--- src/rtl/mux3_scan_pkg.sv ---
// Shared definitions for the 3:1 selector scan controller: FSM states,
// select-line encodings and the settle counter width.
package mux3_scan_pkg;

    localparam int CNT_W = 4;

    localparam logic [1:0] SEL_U_CODE    = 2'b00;
    localparam logic [1:0] SEL_V_CODE    = 2'b01;
    localparam logic [1:0] SEL_W_CODE    = 2'b10;
    localparam logic [1:0] SEL_IDLE_CODE = 2'b00;

    typedef enum logic [2:0] {
        ST_IDLE  = 3'd0,
        ST_SEL_U = 3'd1,
        ST_SEL_V = 3'd2,
        ST_SEL_W = 3'd3,
        ST_DONE  = 3'd4
    } state_e;

    // Select code {s1,s0} driven while the FSM sits in a given state.
    function automatic logic [1:0] sel_code(input state_e st);
        logic [1:0] code;
        case (st)
            ST_SEL_U: code = SEL_U_CODE;
            ST_SEL_V: code = SEL_V_CODE;
            ST_SEL_W: code = SEL_W_CODE;
            default:  code = SEL_IDLE_CODE;
        endcase
        return code;
    endfunction

    // True for the three states in which a source is selected and settling.
    function automatic logic is_sel_state(input state_e st);
        logic r;
        case (st)
            ST_SEL_U, ST_SEL_V, ST_SEL_W: r = 1'b1;
            default:                      r = 1'b0;
        endcase
        return r;
    endfunction

endpackage

--- src/rtl/settle_timer.sv ---
// Settle-time counter: counts while enabled, clears on request, and flags
// the last cycle of the settle window (count == SETTLE_CYCLES-1).
module settle_timer
    import mux3_scan_pkg::*;
#(
    parameter int SETTLE_CYCLES = 2
) (
    input  logic clk,
    input  logic reset,
    input  logic clr_i,
    input  logic en_i,
    output logic tc_o
);

    localparam logic [CNT_W-1:0] TC_VAL = CNT_W'(SETTLE_CYCLES - 1);

    logic [CNT_W-1:0] cnt_q;
    logic [CNT_W-1:0] cnt_d;

    // Next count: clear has priority over counting; otherwise hold.
    always_comb begin
        cnt_d = cnt_q;
        if (clr_i) begin
            cnt_d = {CNT_W{1'b0}};
        end else if (en_i) begin
            cnt_d = cnt_q + {{(CNT_W-1){1'b0}}, 1'b1};
        end else begin
            cnt_d = cnt_q;
        end
    end

    // Counter register with synchronous reset.
    always_ff @(posedge clk) begin
        if (reset) begin
            cnt_q <= {CNT_W{1'b0}};
        end else begin
            cnt_q <= cnt_d;
        end
    end

    assign tc_o = (cnt_q == TC_VAL);

endmodule

--- src/rtl/mux3_scan_ctrl.sv ---
// Scan controller for the two-stage 3:1 selector: steps the selects through
// u, v, w, samples m after each settle window and reports the captured
// pattern with a pass/fail compare against a latched expected pattern.
// All outputs are registered so the selects never glitch from the counter.
module mux3_scan_ctrl
    import mux3_scan_pkg::*;
#(
    parameter int SETTLE_CYCLES = 2
) (
    input  logic       clk,
    input  logic       reset,
    input  logic       start,
    input  logic [2:0] expected,
    input  logic       m,
    output logic       s0,
    output logic       s1,
    output logic       busy,
    output logic       done,
    output logic [2:0] sample,
    output logic       pass
);

    state_e     state_q,    state_d;
    logic [2:0] expected_q, expected_d;
    logic [2:0] sample_q,   sample_d;
    logic [1:0] sel_q,      sel_d;
    logic       busy_q,     busy_d;
    logic       done_q,     done_d;
    logic       pass_q,     pass_d;

    logic       tc_s;
    logic       clr_s;
    logic       en_s;

    settle_timer #(
        .SETTLE_CYCLES(SETTLE_CYCLES)
    ) u_settle_timer (
        .clk   (clk),
        .reset (reset),
        .clr_i (clr_s),
        .en_i  (en_s),
        .tc_o  (tc_s)
    );

    // Next-state, capture and output-register inputs for the scan sequence.
    always_comb begin
        state_d    = state_q;
        expected_d = expected_q;
        sample_d   = sample_q;
        pass_d     = pass_q;
        clr_s      = 1'b0;
        en_s       = 1'b0;

        case (state_q)
            ST_IDLE, ST_DONE: begin
                // Counter held at zero so every scan starts a fresh window.
                clr_s = 1'b1;
                if (start) begin
                    state_d    = ST_SEL_U;
                    expected_d = expected;
                end else begin
                    state_d    = state_q;
                end
            end
            ST_SEL_U: begin
                if (tc_s) begin
                    sample_d[0] = m;
                    clr_s       = 1'b1;
                    state_d     = ST_SEL_V;
                end else begin
                    en_s        = 1'b1;
                end
            end
            ST_SEL_V: begin
                if (tc_s) begin
                    sample_d[1] = m;
                    clr_s       = 1'b1;
                    state_d     = ST_SEL_W;
                end else begin
                    en_s        = 1'b1;
                end
            end
            ST_SEL_W: begin
                if (tc_s) begin
                    sample_d[2] = m;
                    clr_s       = 1'b1;
                    state_d     = ST_DONE;
                end else begin
                    en_s        = 1'b1;
                end
            end
            default: begin
                clr_s   = 1'b1;
                state_d = ST_IDLE;
            end
        endcase

        // Selects and busy follow the state being entered, so they are
        // registered alongside it and change only on transitions.
        sel_d  = sel_code(state_d);
        busy_d = is_sel_state(state_d);
        done_d = (state_d == ST_DONE) && (state_q != ST_DONE);

        if (done_d) begin
            pass_d = (sample_d == expected_q);
        end else begin
            pass_d = pass_q;
        end
    end

    // State and output registers with synchronous reset.
    always_ff @(posedge clk) begin
        if (reset) begin
            state_q    <= ST_IDLE;
            expected_q <= 3'b000;
            sample_q   <= 3'b000;
            sel_q      <= SEL_IDLE_CODE;
            busy_q     <= 1'b0;
            done_q     <= 1'b0;
            pass_q     <= 1'b0;
        end else begin
            state_q    <= state_d;
            expected_q <= expected_d;
            sample_q   <= sample_d;
            sel_q      <= sel_d;
            busy_q     <= busy_d;
            done_q     <= done_d;
            pass_q     <= pass_d;
        end
    end

    assign s0     = sel_q[0];
    assign s1     = sel_q[1];
    assign busy   = busy_q;
    assign done   = done_q;
    assign sample = sample_q;
    assign pass   = pass_q;

endmodule
--- config.mk ---
export PLATFORM = sky130hd
export DESIGN_NAME = mux3_scan_ctrl
export DESIGN_NICKNAME = d
export VERILOG_FILES = /design/src/rtl/mux3_scan_pkg.sv /design/src/rtl/settle_timer.sv /design/src/rtl/mux3_scan_ctrl.sv
export SDC_FILE = /design/constraint.sdc
export NUM_CORES = 1
export LEC_CHECK = 0
export CAP_MARGIN = 5
export CORE_MARGIN = 2
export CORE_UTILIZATION = 40
export CTS_BUF_LIST = sky130_fd_sc_hd__clkbuf_16
export DETAILED_ROUTE_END_ITERATION = 10
export PLACE_DENSITY = 0.7
export SLEW_MARGIN = 40
export SYNTH_ARGS = -nofsm -noshare
export SYNTH_HDL_FRONTEND = slang
export SYNTH_SLANG_ARGS = --single-unit
--- constraint.sdc ---
create_clock -name clk -period 1.68 [get_ports clk]
set_input_delay 0.336 -clock clk [delete_from_list [all_inputs] [get_ports clk]]
set_output_delay 0.336 -clock clk [all_outputs]
set_load 0.05 [all_outputs]
==> run summary <==
==============================================================================
Switching power summed over all nets                                  0.224 mW
Share of the synthesized area in the top cell type                       46.9%
Number of cells produced by synthesis                                       75
CTS clock-pin slew for the worst setup and hold paths                  0.05 ns
Reg-to-Reg End                                                    u_settle_timer.cnt_q[3]
Die area                                                              2290 µm²
End point of the most critical hold path                          u_settle_timer.cnt_q[0]
Power share of the clock group                                           44.4%
Minimum setup slack in the final design                               0.108 ns
Number of buffer cells added on primary ports                               14
Mean routed wirelength per cell                                        11.2 µm
Number of CTS-inserted buffers                                               3
Critical Setup Path Class                                           reg -> reg
Origin of the worst min-delay path                                u_settle_timer.cnt_q[0]
Slowest cell on crit path                                         sky130_fd_sc_hd__or4_1
Number of clock sinks                                                       18
I/O pin total                                                               15
Transition time at the pin with the least slew margin                 0.226 ns
Post-Route WL                                                          1330 µm
Highest clock rate                                                   0.636 GHz
# H-tree levels                                                              1
Number of antenna cells inserted                                             0
Largest net degree at the start of global routing                           15
Max-cap violations                                                           0
Post-synth net total                                                        84
Width of the die                                                       47.8 µm
Type of the tightest min-delay check                                reg -> reg
Std-Cell Core Area                                                    1760 µm²
Cell total after placement                                                 116
Reg-to-reg setup timing slack                                          0.11 ns
Result of the run                                                 complete, no violations
Crit end category                                                     register
Worst slack at placement                                             0.0573 ns
Sum of negative setup slack                                               0 ns
Gate family responsible for the most delay along the worst path   simple AND/OR/NAND/NOR gates
Final number of max-transition violations                                    0
Die extent in y                                                        47.8 µm
Final routed DRC violation total                                             0
Final count of hold timing violations                                        0
Clk buf depth                                                                2
Crit path from                                                    u_settle_timer.cnt_q[1]
Proportion of layout cells with a drive suffix above 1                   28.7%
Proportion of power drawn by combinational gates                         11.9%
Post-CTS Hold Fix Bufs                                                       0
TritonCTS clock tree                                                      done
Leading cell types by total area after synthesis                  sky130_fd_sc_hd__dfxtp_1 (47%), sky130_fd_sc_hd__mux2i_1 (9.1%), sky130_fd_sc_hd__nor2_1 (5.9%)
Fin nets                                                                   105
Summed instance area of the synthesized netlist                        768 µm²
Depth of the worst register-to-register path                                 6
Reg2Reg Launch Point                                              u_settle_timer.cnt_q[1]
Sequential share of the synthesized area                                 46.9%
Via/cell ratio                                                            4.82
Post-layout minimum cycle time                                         1.57 ns
HPWL after detailed placement                                           991 µm
Power density cells                                                1000 nW/µm²
Smallest hold slack                                                   0.447 ns
Cell type with the largest total area after synthesis             sky130_fd_sc_hd__dfxtp_1
Number of non-filler instances in the completed layout                     119
Library cell used as clock root buffer                            sky130_fd_sc_hd__clkbuf_16
Starting density of the core                                             43.5%
Number of failing setup endpoints in the final timing report                 0
Worst stage delay on the critical path                                 0.55 ns
YS warnings                                                                  0
Antenna-violating nets left                                                  0
Mean cell area of the mapped netlist                                  10.2 µm²
Reported leakage power                                                0.424 nW
Worst path arrival time                                                1.76 ns
Overall global routing resource usage                                    13.9%
Headroom to the max-slew limit                                           84.5%
Internal power component                                              0.817 mW
Number of detailed-route iterations in the first pass                        4
Buffer and inverter count on the worst path                                  2
Count of vias placed by the detailed router                                573
Worst hold path depth                                                        1
Switching portion of total power                                         21.5%
Clock latency at the later pin of the worst-skew pair                  0.25 ns
Setup repair after global routing missed its margin                       true
Total congestion overflow                                                    0
FP Rows                                                                     15
Routability Congestion                                                   0.861
Crit path max fanout                                                         5
Final critical-path share of the clock period                            93.5%
Layout Utilization                                                       58.9%
First-pass GRT wire length                                             2140 µm
Setup skew after layout                                             0.00164 ns
Iter 0 DRT Violations                                                        7
Area added between synthesis and finish                                  35.2%
Critical path launch point type                                       register
Number of storage elements in the synthesis netlist                         18
Relative contribution of sequential cells to total power                 43.7%
Initial antenna violation count                                              0
Cell breakdown of the critical path                               inv_2 > ha_4 > nor3b_4 > buf_4 > or4_1 > nor2_1
Number of unique standard cell types used by synthesis                      27
Via count of the first global-routing pass                                 536
Maximum ir drop on the vdd rail                                       0.469 mV
WP data required                                                       1.86 ns
==============================================================================
-- flip-flops by register name, indices dropped and copies added, names as in the netlist --
register              flops
pass                      1
done                      1
expected_q                3
u_settle_timer.cnt_q      4
sel_q                     2
busy                      1
state_q                   3
sample                    3
-- logic make-up (layout without fill, tap and decap cells) --
logic type / Yosys count / in the layout / synth area share, %
AOI/OAI and AO/OA: 6 / 6 / 5.70
xor gates and xnor gates: 7 / 7 / 7.98
adders and majority gates: 2 / 2 / 3.26
buffers and inverters: 6 / 25 / 2.93
DFF: 18 / 18 / 46.9
muxes: 7 / 7 / 9.12
and+or+nand+nor: 29 / 29 / 24.1
-- Yosys cell counts (all sizes together) --
master and number:
nor3b 2, o21ai 2, o31ai 1, mux2i 7, o22a 1, nand2b 1
clkbuf 3, inv 3, or4 1, dfxtp 18, o21bai 1, and2 1
nand2 2, nand3b 1, nand4 1, nor2 13, a21oi 1, nor3 4
nand3 1, xor2 2, nand4bb 1, xnor2 5, and3b 1, ha 2
-- power by group through the flow --
stage / logic (mW) / registers, mW / clock network [mW]
2_1_floorplan: 0.0612 / 0.481 / 0
3_3_place_gp: 0.122 / 0.462 / 0
3_5_place_dp: 0.123 / 0.463 / 0
4_1_cts: 0.124 / 0.454 / 0.473
5_1_grt: 0.138 / 0.457 / 0.491
6_report: 0.124 / 0.455 / 0.462
-- what timing repair did --
action / in CTS / in global routing
setup buffers: 0 / 0
resized for setup: 0 / 4
endpoints found under the setup margin: 0 / 5
-- through the flow --
stage                     total power [mW]  instance area [µm²]
after floorplan                      0.542                  772
after global placement               0.584                  950
after detailed placement             0.586                  950
after CTS                             1.05                 1020
after global routing                  1.08                 1040
final                                 1.04                 1040
-- worst max path at each step --
stage | to | slack [ns] | depth (start not counted)
2_1_floorplan | pass | 0.02 | 7
3_3_place_gp | u_settle_timer.cnt_q[3] | 0.08 | 6
3_5_place_dp | u_settle_timer.cnt_q[3] | 0.06 | 6
4_1_cts | u_settle_timer.cnt_q[3] | 0.04 | 6
5_1_grt | pass | -0.03 | 7
6_report | u_settle_timer.cnt_q[3] | 0.11 | 6
-- cells in the final DEF, fill, tap and decap left out, types with 2 or more instances in the layout --
cell / count
sky130_fd_sc_hd__xor2_1: 2
sky130_fd_sc_hd__nor3_1: 3
sky130_fd_sc_hd__clkdlybuf4s50_1: 6
sky130_fd_sc_hd__nor2_1: 12
sky130_fd_sc_hd__mux2i_1: 7
sky130_fd_sc_hd__dfxtp_1: 16
sky130_fd_sc_hd__xnor2_1: 5
sky130_fd_sc_hd__inv_1: 2
sky130_fd_sc_hd__nand2_1: 2
sky130_fd_sc_hd__buf_4: 13
sky130_fd_sc_hd__clkbuf_16: 3
sky130_fd_sc_hd__o21ai_0: 2
-- final cells by class --
class / instances / area [µm²]
clock buffer: 3 / 75.1
fill: 166 / 726
inverter: 3 / 11.3
multi-input combinational: 51 / 398
sequential: 18 / 365
tap: 25 / 31.3
timing repair buffer: 19 / 158
-- routing by layer --
metal | GRT usage, % | wire length (µm)
met1 | 16.6 | 610
met2 | 22.4 | 630
met3 | 4.53 | 66
met4 | 6.49 | 20
met5 | 0 | 0
Note: power is estimated with default switching activity, not from simulation.
